[src/rtl/dp_ram_pkg.sv]
// dp_ram_pkg: shared definitions for the dual-port RAM model.
//  - nb_of():      byte-lane count for a data width
//  - byte_merge(): (old, new, low-active wen) -> merged word, sized for the
//                  widest supported word; callers cast to their own width
//  - RAM_RD_LAT:   read latency, 2 with RAM_DOUT_REG_EN defined, else 1
// Optional feature macro: RAM_DOUT_REG_EN
package dp_ram_pkg;

  localparam int MAX_DW = 256;
  localparam int MAX_NB = MAX_DW / 8;

`ifdef RAM_DOUT_REG_EN
  localparam int RAM_RD_LAT = 2;
`else
  localparam int RAM_RD_LAT = 1;
`endif

  function automatic int nb_of(input int dw);
    return dw / 8;
  endfunction

  // wen[i]=0 takes byte i from new_w, wen[i]=1 keeps byte i of old_w.
  function automatic logic [MAX_DW-1:0] byte_merge(input logic [MAX_DW-1:0] old_w,
                                                   input logic [MAX_DW-1:0] new_w,
                                                   input logic [MAX_NB-1:0] wen);
    logic [MAX_DW-1:0] r;
    r = old_w;
    for (int i = 0; i < MAX_NB; i++)
      if (!wen[i]) r[i*8 +: 8] = new_w[i*8 +: 8];
    return r;
  endfunction

endpackage

[src/rtl/dp_ram_if.sv]
// dp_ram_if: one RAM port.
//  addr   word address            cen    chip enable, active low
//  wen    byte write enables, active low (bit i -> byte i)
//  din    write data              dout   read data
//  dvalid read data valid strobe
// master = requester side, slave = RAM side.
interface dp_ram_if
  import dp_ram_pkg::*;
#(
  parameter int ADDR_MSB   = 6,
  parameter int DATA_WIDTH = 16
);
  localparam int NB = nb_of(DATA_WIDTH);

  logic [ADDR_MSB:0]   addr;
  logic                cen;
  logic [NB-1:0]       wen;
  logic [DATA_WIDTH-1:0] din;
  logic [DATA_WIDTH-1:0] dout;
  logic                dvalid;

  modport master (output addr, cen, wen, din, input dout, dvalid);
  modport slave  (input addr, cen, wen, din, output dout, dvalid);
endinterface

[src/rtl/dp_ram_port.sv]
// dp_ram_port: per-port read side of dp_ram.
//  clk, rst_n      clock, synchronous active-low reset
//  addr, cen, wen  port request (wen only matters for "is this a pure read")
//  rd_word         mem[addr_reg], supplied by the array owner
//  addr_reg        registered address of the last enabled access
//  dout, dvalid    read data and strobe
// With RAM_DOUT_REG_EN defined a further output register delays dout/dvalid
// by one cycle; that register only loads when a read completes.
module dp_ram_port
  import dp_ram_pkg::*;
#(
  parameter int ADDR_MSB   = 6,
  parameter int DATA_WIDTH = 16,
  localparam int NB        = nb_of(DATA_WIDTH)
) (
  input  logic                  clk,
  input  logic                  rst_n,
  input  logic [ADDR_MSB:0]     addr,
  input  logic                  cen,
  input  logic [NB-1:0]         wen,
  input  logic [DATA_WIDTH-1:0] rd_word,
  output logic [ADDR_MSB:0]     addr_reg,
  output logic [DATA_WIDTH-1:0] dout,
  output logic                  dvalid
);

  logic                  rd_req;
  logic [RAM_RD_LAT-1:0] vld_pipe;

  assign rd_req = ~cen & (&wen);

  always_ff @(posedge clk) begin
    if (!rst_n) begin
      addr_reg <= '0;
      vld_pipe <= '0;
    end else begin
      if (!cen) addr_reg <= addr;
      vld_pipe <= RAM_RD_LAT'({vld_pipe, rd_req});
    end
  end

  assign dvalid = vld_pipe[RAM_RD_LAT-1];

`ifdef RAM_DOUT_REG_EN
  logic [DATA_WIDTH-1:0] dout_q;

  // vld_pipe[0] marks the cycle in which rd_word is the requested word.
  always_ff @(posedge clk) begin
    if (!rst_n)           dout_q <= '0;
    else if (vld_pipe[0]) dout_q <= rd_word;
  end

  assign dout = dout_q;
`else
  // Write-first by construction: rd_word follows the array continuously.
  assign dout = rd_word;
`endif

endmodule

[src/rtl/dp_ram.sv]
// dp_ram: true dual-port synchronous RAM model, one clock, one array.
//  ram_clk        clock, rising edge
//  ram_rst_n      synchronous reset, active low (array contents are kept)
//  ram_a          port A (CPU side), dp_ram_if.slave
//  ram_b          port B (DMA/debug side), dp_ram_if.slave
//  ram_collision  sticky: same-address access with at least one write
// Parameters: ADDR_MSB (depth = 1<<(ADDR_MSB+1)), DATA_WIDTH (multiple of 8),
//  INIT_ZERO (power-up clearing is left to the simulator/FPGA init flow; the
//  RTL only range-checks it, array contents start undefined here).
// Optional feature macro: RAM_DOUT_REG_EN (registered outputs, latency 2).
// On a same-address double write, lanes written by both ports take port A data.
module dp_ram
  import dp_ram_pkg::*;
#(
  parameter int ADDR_MSB   = 6,
  parameter int DATA_WIDTH = 16,
  parameter int INIT_ZERO  = 0
) (
  input  logic    ram_clk,
  input  logic    ram_rst_n,
  dp_ram_if.slave ram_a,
  dp_ram_if.slave ram_b,
  output logic    ram_collision
);

  localparam int NB    = nb_of(DATA_WIDTH);
  localparam int DEPTH = 1 << (ADDR_MSB + 1);

  if ((DATA_WIDTH % 8) != 0 || DATA_WIDTH > MAX_DW || INIT_ZERO < 0 || INIT_ZERO > 1)
  begin : g_bad_cfg
    $error("dp_ram: unsupported parameter set");
  end

  function automatic logic [DATA_WIDTH-1:0] merge(input logic [DATA_WIDTH-1:0] old_w,
                                                  input logic [DATA_WIDTH-1:0] new_w,
                                                  input logic [NB-1:0]         wen);
    // Unused upper lanes are forced to "keep".
    return DATA_WIDTH'(byte_merge(MAX_DW'(old_w), MAX_DW'(new_w), ~MAX_NB'(~wen)));
  endfunction

  logic [DATA_WIDTH-1:0] mem [DEPTH];

  logic                  a_acc, b_acc, a_wr, b_wr, same_addr, coll;
  logic [ADDR_MSB:0]     a_addr_reg, b_addr_reg;
  logic [DATA_WIDTH-1:0] a_rd_word, b_rd_word;

  // Accesses in the reset cycle are dropped.
  assign a_acc     = ram_rst_n & ~ram_a.cen;
  assign b_acc     = ram_rst_n & ~ram_b.cen;
  assign a_wr      = a_acc & ~(&ram_a.wen);
  assign b_wr      = b_acc & ~(&ram_b.wen);
  assign same_addr = ram_a.addr == ram_b.addr;
  assign coll      = a_acc & b_acc & same_addr & (a_wr | b_wr);

  always_ff @(posedge ram_clk) begin
    if (a_wr && b_wr && same_addr) begin
      // B merged first, A on top: A owns the lanes both ports write.
      mem[ram_a.addr] <= merge(merge(mem[ram_a.addr], ram_b.din, ram_b.wen),
                               ram_a.din, ram_a.wen);
    end else begin
      if (a_wr) mem[ram_a.addr] <= merge(mem[ram_a.addr], ram_a.din, ram_a.wen);
      if (b_wr) mem[ram_b.addr] <= merge(mem[ram_b.addr], ram_b.din, ram_b.wen);
    end
  end

  always_ff @(posedge ram_clk) begin
    if (!ram_rst_n) ram_collision <= 1'b0;
    else if (coll)  ram_collision <= 1'b1;
  end

  assign a_rd_word = mem[a_addr_reg];
  assign b_rd_word = mem[b_addr_reg];

  dp_ram_port #(.ADDR_MSB(ADDR_MSB), .DATA_WIDTH(DATA_WIDTH)) u_port_a (
    .clk      (ram_clk),
    .rst_n    (ram_rst_n),
    .addr     (ram_a.addr),
    .cen      (ram_a.cen),
    .wen      (ram_a.wen),
    .rd_word  (a_rd_word),
    .addr_reg (a_addr_reg),
    .dout     (ram_a.dout),
    .dvalid   (ram_a.dvalid)
  );

  dp_ram_port #(.ADDR_MSB(ADDR_MSB), .DATA_WIDTH(DATA_WIDTH)) u_port_b (
    .clk      (ram_clk),
    .rst_n    (ram_rst_n),
    .addr     (ram_b.addr),
    .cen      (ram_b.cen),
    .wen      (ram_b.wen),
    .rd_word  (b_rd_word),
    .addr_reg (b_addr_reg),
    .dout     (ram_b.dout),
    .dvalid   (ram_b.dvalid)
  );

endmodule

[src/flat_wrapper.sv]
// flat-port wrapper written by rule: the top's interface ports become plain ports
module dp_ram_flat import dp_ram_pkg::*;
#(
  parameter int ADDR_MSB   = 6,
  parameter int DATA_WIDTH = 16,
  parameter int INIT_ZERO  = 0
)
  (ram_clk, ram_rst_n, ram_collision, ram_a_addr, ram_a_cen, ram_a_wen, ram_a_din, ram_a_dout, ram_a_dvalid, ram_b_addr, ram_b_cen, ram_b_wen, ram_b_din, ram_b_dout, ram_b_dvalid);
  dp_ram_if #(.ADDR_MSB(ADDR_MSB), .DATA_WIDTH(DATA_WIDTH)) ram_a_i ();
  dp_ram_if #(.ADDR_MSB(ADDR_MSB), .DATA_WIDTH(DATA_WIDTH)) ram_b_i ();
  input  logic ram_clk;
  input  logic ram_rst_n;
  output logic ram_collision;
  input wire logic [$bits(ram_a_i.addr)-1:0] ram_a_addr;
  input wire logic [$bits(ram_a_i.cen)-1:0] ram_a_cen;
  input wire logic [$bits(ram_a_i.wen)-1:0] ram_a_wen;
  input wire logic [$bits(ram_a_i.din)-1:0] ram_a_din;
  output wire logic [$bits(ram_a_i.dout)-1:0] ram_a_dout;
  output wire logic [$bits(ram_a_i.dvalid)-1:0] ram_a_dvalid;
  input wire logic [$bits(ram_b_i.addr)-1:0] ram_b_addr;
  input wire logic [$bits(ram_b_i.cen)-1:0] ram_b_cen;
  input wire logic [$bits(ram_b_i.wen)-1:0] ram_b_wen;
  input wire logic [$bits(ram_b_i.din)-1:0] ram_b_din;
  output wire logic [$bits(ram_b_i.dout)-1:0] ram_b_dout;
  output wire logic [$bits(ram_b_i.dvalid)-1:0] ram_b_dvalid;
  assign ram_a_i.addr = ram_a_addr;
  assign ram_a_i.cen = ram_a_cen;
  assign ram_a_i.wen = ram_a_wen;
  assign ram_a_i.din = ram_a_din;
  assign ram_a_dout = ram_a_i.dout;
  assign ram_a_dvalid = ram_a_i.dvalid;
  assign ram_b_i.addr = ram_b_addr;
  assign ram_b_i.cen = ram_b_cen;
  assign ram_b_i.wen = ram_b_wen;
  assign ram_b_i.din = ram_b_din;
  assign ram_b_dout = ram_b_i.dout;
  assign ram_b_dvalid = ram_b_i.dvalid;
  dp_ram #(.ADDR_MSB(ADDR_MSB), .DATA_WIDTH(DATA_WIDTH), .INIT_ZERO(INIT_ZERO)) u_core (.ram_clk(ram_clk), .ram_rst_n(ram_rst_n), .ram_a(ram_a_i), .ram_b(ram_b_i), .ram_collision(ram_collision));
endmodule
[config.mk]
export PLATFORM = sky130hd
export DESIGN_NAME = dp_ram_flat
export DESIGN_NICKNAME = d
export VERILOG_FILES = /design/src/rtl/dp_ram_pkg.sv /design/src/rtl/dp_ram_if.sv /design/src/rtl/dp_ram_port.sv /design/src/rtl/dp_ram.sv /design/src/flat_wrapper.sv
export SDC_FILE = /design/constraint.sdc
export NUM_CORES = 2
export LEC_CHECK = 0
export BUFFER_PORTS_ARGS = -buffer_cell sky130_fd_sc_hd__buf_2
export CORE_MARGIN = 2
export CORE_UTILIZATION = 60
export DETAILED_ROUTE_END_ITERATION = 10
export PLACE_DENSITY = 0.77
export SETUP_SLACK_MARGIN = 0.15
export SLEW_MARGIN = 20
export SYNTH_ARGS = -nofsm -noshare
export SYNTH_HDL_FRONTEND = slang
export SYNTH_SLANG_ARGS = --single-unit
export TNS_END_PERCENT = 50
[constraint.sdc]
create_clock -name ram_clk -period 3.9 [get_ports ram_clk]
set_input_delay 0.78 -clock ram_clk [delete_from_list [all_inputs] [get_ports ram_clk]]
set_output_delay 0.78 -clock ram_clk [all_outputs]
set_load 0.005 [all_outputs]
* Yosys cells after proc, flatten, opt, wreduce, memory -nomap -nowiden
Memory sizes are Yosys's and may differ from the RTL's. A register that Yosys moved wholly into a read port is not among the register bits. Index checks and enable logic that the tools add are counted.
Storage, ports and cells: bits in writable memories 2048, word-level logic and storage cells 75, memories 1, bits of input ports 54, register bits 17, output and inout bits 35
Operators by class: bitwise logic cells 20, eq/ne operators 7, multiplexer cells 32, reduce and logical (&&, ||, !) cells 10
Memory list:
- u_core.mem | words 128, bits a word 16, read ports 2, clocked after memory_dff 2, wr ports 2, line dp_ram.sv:41 | logic [DATA_WIDTH-1:0] mem [DEPTH];
Operator list (number):
- $mux 8 | 20
- $mux 7 | 4
- $ne 3x3->1 const B | 6
- $reduce_and 2->1 | 8
- $and 1x1->1 | 9
- $mux 1 | 8
- $not 2->2 | 4
- $eq 7x7->1 | 1
- $not 1->1 | 4
- $or 1x1->1 | 3
- $logic_and 1x1->1 | 2

* Logic depth before layout (Yosys ltp)
depth in word-level cells 9, mapped depth 9

* Cells and area by module
Synthesis repeated with hierarchy kept, for this count alone.
Second synthesis, totals: cells, all modules 7117, area, all modules 123080.5 µm²
Modules (own cells, without submodules):
- dp_ram | cells an instance 7037, area an instance 122247.2 µm², times used 1
- dp_ram_port | cells an instance 40, area an instance 416.6 µm², times used 2

* Least setup slack after synthesis
OpenSTA, ideal clock, no wires.
kind register to output, start reg (tool-made name), end out ram_b_dout[0], stages on the path, launching flop included 7, buffers on the path 2, arrival time 2.682 ns, setup slack 0.438 ns, cell sequence dfxtp_1 buf_2 buf_1 mux4_2 mux4_2 mux4_2 mux2_2
RTL lines:
- end, declared | line flat_wrapper.sv:24 | output wire logic [$bits(ram_b_i.dout)-1:0] ram_b_dout;

==> run summary <==
Die Outline Area - 0.209 sq mm
detailed placement HPWL - 277,000 um
pin count of the biggest net entering global routing - 129
dominant combinational cell family by area after synthesis - multiplexers
largest cells by area after synthesis - sky130_fd_sc_hd__edfxtp_1 (50%), sky130_fd_sc_hd__mux4_2 (25%), sky130_fd_sc_hd__mux2_2 (19%)
adder-cell share of the synthesized area - 0%
compound-cell area share of the yosys netlist - 1.21%
type of the worst setup path - flip-flop to output pin
average footprint of a synthesized cell - 17.3 sq um
parity-gate share of the synthesized area counting xor and xnor cells - 0.0497%
number of vias after detailed routing - 79,900
cell area after technology mapping - 0.123 sq mm
placement row count - 166
maximum number of buffers from clock root to sink - 3
share of Yosys cell area claimed by the top area cell type - 49.9%
sum of overflow across all layers after global routing - 0
Total Neg Setup Slack - -29,550 ps
global-route wire length before repair - 592,000 um
total DRC errors in the routed layout - 0
class of the tightest hold or removal check - input pin to flip-flop
Synthesis Warnings - 0
DR vias/cell - 7.80
number of global-route vias before repair - 78,400
master of the slowest instance on the critical path - sky130_fd_sc_hd__mux4_2
standard cell core area - 0.204 sq mm
total power - 54.4 mW
Clock transition at path regs - 60 ps
Global Route Usage Sum - 39.8%
clock sinks - 2,079
max FFs per register - 2,048
crit-path cells - buf_12 > buf_12 > buf_12 > buf_16 > mux4_2 > mux4_2 > mux4_2 > mux2_4 > buf_6
clock period minus final worst setup slack - 4880 ps
maximum resistive drop on vdd - 0.570 mV
Final Hold Viols - 0
number of nets in the layout - 7,385
area added between synthesis and finish - 13.5%
proportion of synthesized area in mux cells - 43.8%
maximum clock skew at final layout - 3.41 ps
violations in the final reports - setup timing
clock tree root buffer cell - sky130_fd_sc_hd__clkbuf_16
Iter 0 DRT Violations - 13,200
routed length per instance - 41.0 um
number of buffers inserted during clock tree synthesis - 219
number of max-slew violations in the final report - 0
width of the die - 457 um
leakage - 43.9 nW
Final GP Congestion - 1.02
run status - finished, violations left
count of buffers inserted at the top-level ports - 88
final WL - 419,000 um
fraction of final layout cells with drive strength greater than 1 - 62.4%
Clk Latency, worst-skew pair - 880 ps
effective utilization at floorplan - 60.3%
quantity of hold-fixing buffers added after cts - 0
data required time of the critical path - 3120 ps
Achievable Freq - 205 MHz
depth of the CTS H-tree - 4
Slew @ Worst Pin - 1260 ps
most area-hungry cell type in the Yosys netlist - sky130_fd_sc_hd__edfxtp_1
unrepaired setup endpoints after global routing - yes
simple-gate area share of the yosys netlist - 1.76%
fill count - 13,200
count of unique library cells instantiated by Yosys - 36
cell family with most CP delay - multiplexers
Critical Path End Type - output pin
Critical Path Fanout Max - 6
Max-cap violations - 0
FF+latch count, synth - 2,079
clock tree from TritonCTS - done
number of setup violations in the final report - 32
net count after synthesis - 7,193
remaining antenna violation count after routing - 0
Crit path buffers/inverters - 5
critical path data arrival time - 4100 ps
Final Util - 68.4%
power per cell area - 389 mW/mm^2
Critical Path Start Type - flip-flop
gate count after technology mapping - 7,139
I/O pin count - 89
delay contributed by the slowest stage of the critical path - 580 ps
fraction of the yosys area taken by sequential cells - 50.4%
number of antenna violations at the first check in global routing - 42
final critical-path share of the clock period - 125%
worst rel slew slack - 15.9%
number of iterations in the first detailed-routing pass - 6
vertical die dimension - 457 um
Final WS setup - -979 ps
-- tightest hold or removal path: stages --
cell and delay (ps):
sky130_fd_sc_hd__buf_2 150, sky130_fd_sc_hd__mux2i_1 130, sky130_fd_sc_hd__nor2b_1 80
-- where the power goes --
part / internal [mW] / switching (mW)
Clock: 12.4 / 9.33
Combinational: 3.69 / 4.17
Sequential: 24.8 / 0.0693
-- routing by layer --
metal | routed length [um] | vias to the layer above | global-route usage [%]
li1 | - | 30200 | -
met1 | 139000 | 41700 | 51.7
met2 | 192000 | 6789 | 59.9
met3 | 54100 | 1183 | 10.0
met4 | 33900 | 14 | 26.6
met5 | 108 | - | 0
-- cells in the final DEF (no fill, tap or decap), drive strengths merged, types with 13 or more instances in the layout --
cell type,n
inv,13
bufinv,30
nand3,25
edfxtp,2048
o21ai,169
o22ai,88
mux2i,14
dfxtp,31
nand2,232
nor2b,25
diode,29
clkbuf,269
nor2,166
clkinv,101
mux4,1344
buf,812
mux2,2096
-- layout make-up --
type                       instances  area [sq um]  share of cell area, %
multi-input combinational       4207         58100                   41.6
clock buffer                     259          5690                   4.07
clock inverter                   148          1590                   1.14
inverter                           2          7.51                0.00537
timing repair buffer             822          8810                   6.30
antenna                           29          72.6                 0.0519
tap                             2688          3360                   2.41
sequential                      2079         62200                   44.4
-- kinds of logic (layout without fill, tap and decap cells) --
| kind of cell | Yosys count | after routing |
|---|---|---|
| AO/OA/AOI/OAI | 267 | 267 |
| other | 0 | 29 |
| flip-flops | 2079 | 2079 |
| multiplexers | 3454 | 3454 |
| XOR/XNOR | 7 | 7 |
| AND/OR/NAND/NOR | 479 | 479 |
| buffers and inverters | 853 | 1231 |
-- final timing paths --
path / start / endpoint / slack (ps) / depth (start not counted)
max: flip-flop / ram_a_dout[9] / -980 / 9
min: ram_b_addr[1] / flip-flop / 300 / 3
max reg2reg: u_core.ram_collision / u_core.ram_collision / 3050 / 1
min reg2reg: u_core.u_port_a.addr_reg[3] / flip-flop / 520 / 2
-- synthesized netlist by cell type (all sizes together) --
cell type,number
or2,1
a21oi,1
mux2i,14
nand2b,7
o21ai,169
o21a,1
o41ai,2
mux4,1344
and3,3
nand2,232
clkbuf,668
mux2,2096
nor2,166
buf,183
and2,1
inv,2
a311o,2
nor3,7
nand4,7
o22ai,88
a311oi,4
or3,2
dfxtp,31
edfxtp,2048
nor2b,25
and4,1
xnor2,7
nand3b,1
nor4,1
nand3,25
-- metrics by stage --
stage	instance area (sq um)	setup slack [ps]	instances	hold slack (ps)
3_5_place_dp	131000	-129	9736	513
4_1_cts	139000	-969	10200	250
2_1_floorplan	123000	438	7139	464
6_report	140000	-979	10200	298
3_3_place_gp	131000	-148	9736	503
5_1_grt	140000	-983	10200	300
-- what timing repair did --
item | CTS | global route
setup endpoints to repair | 32 | 32
endpoints found under the hold margin | 0 | 0
cloned | 15 | 10
pin swaps | 0 | 0
gates resized for setup | 120 | 31
setup buffers | 22 | 15
(Power assumes the default switching activity.)
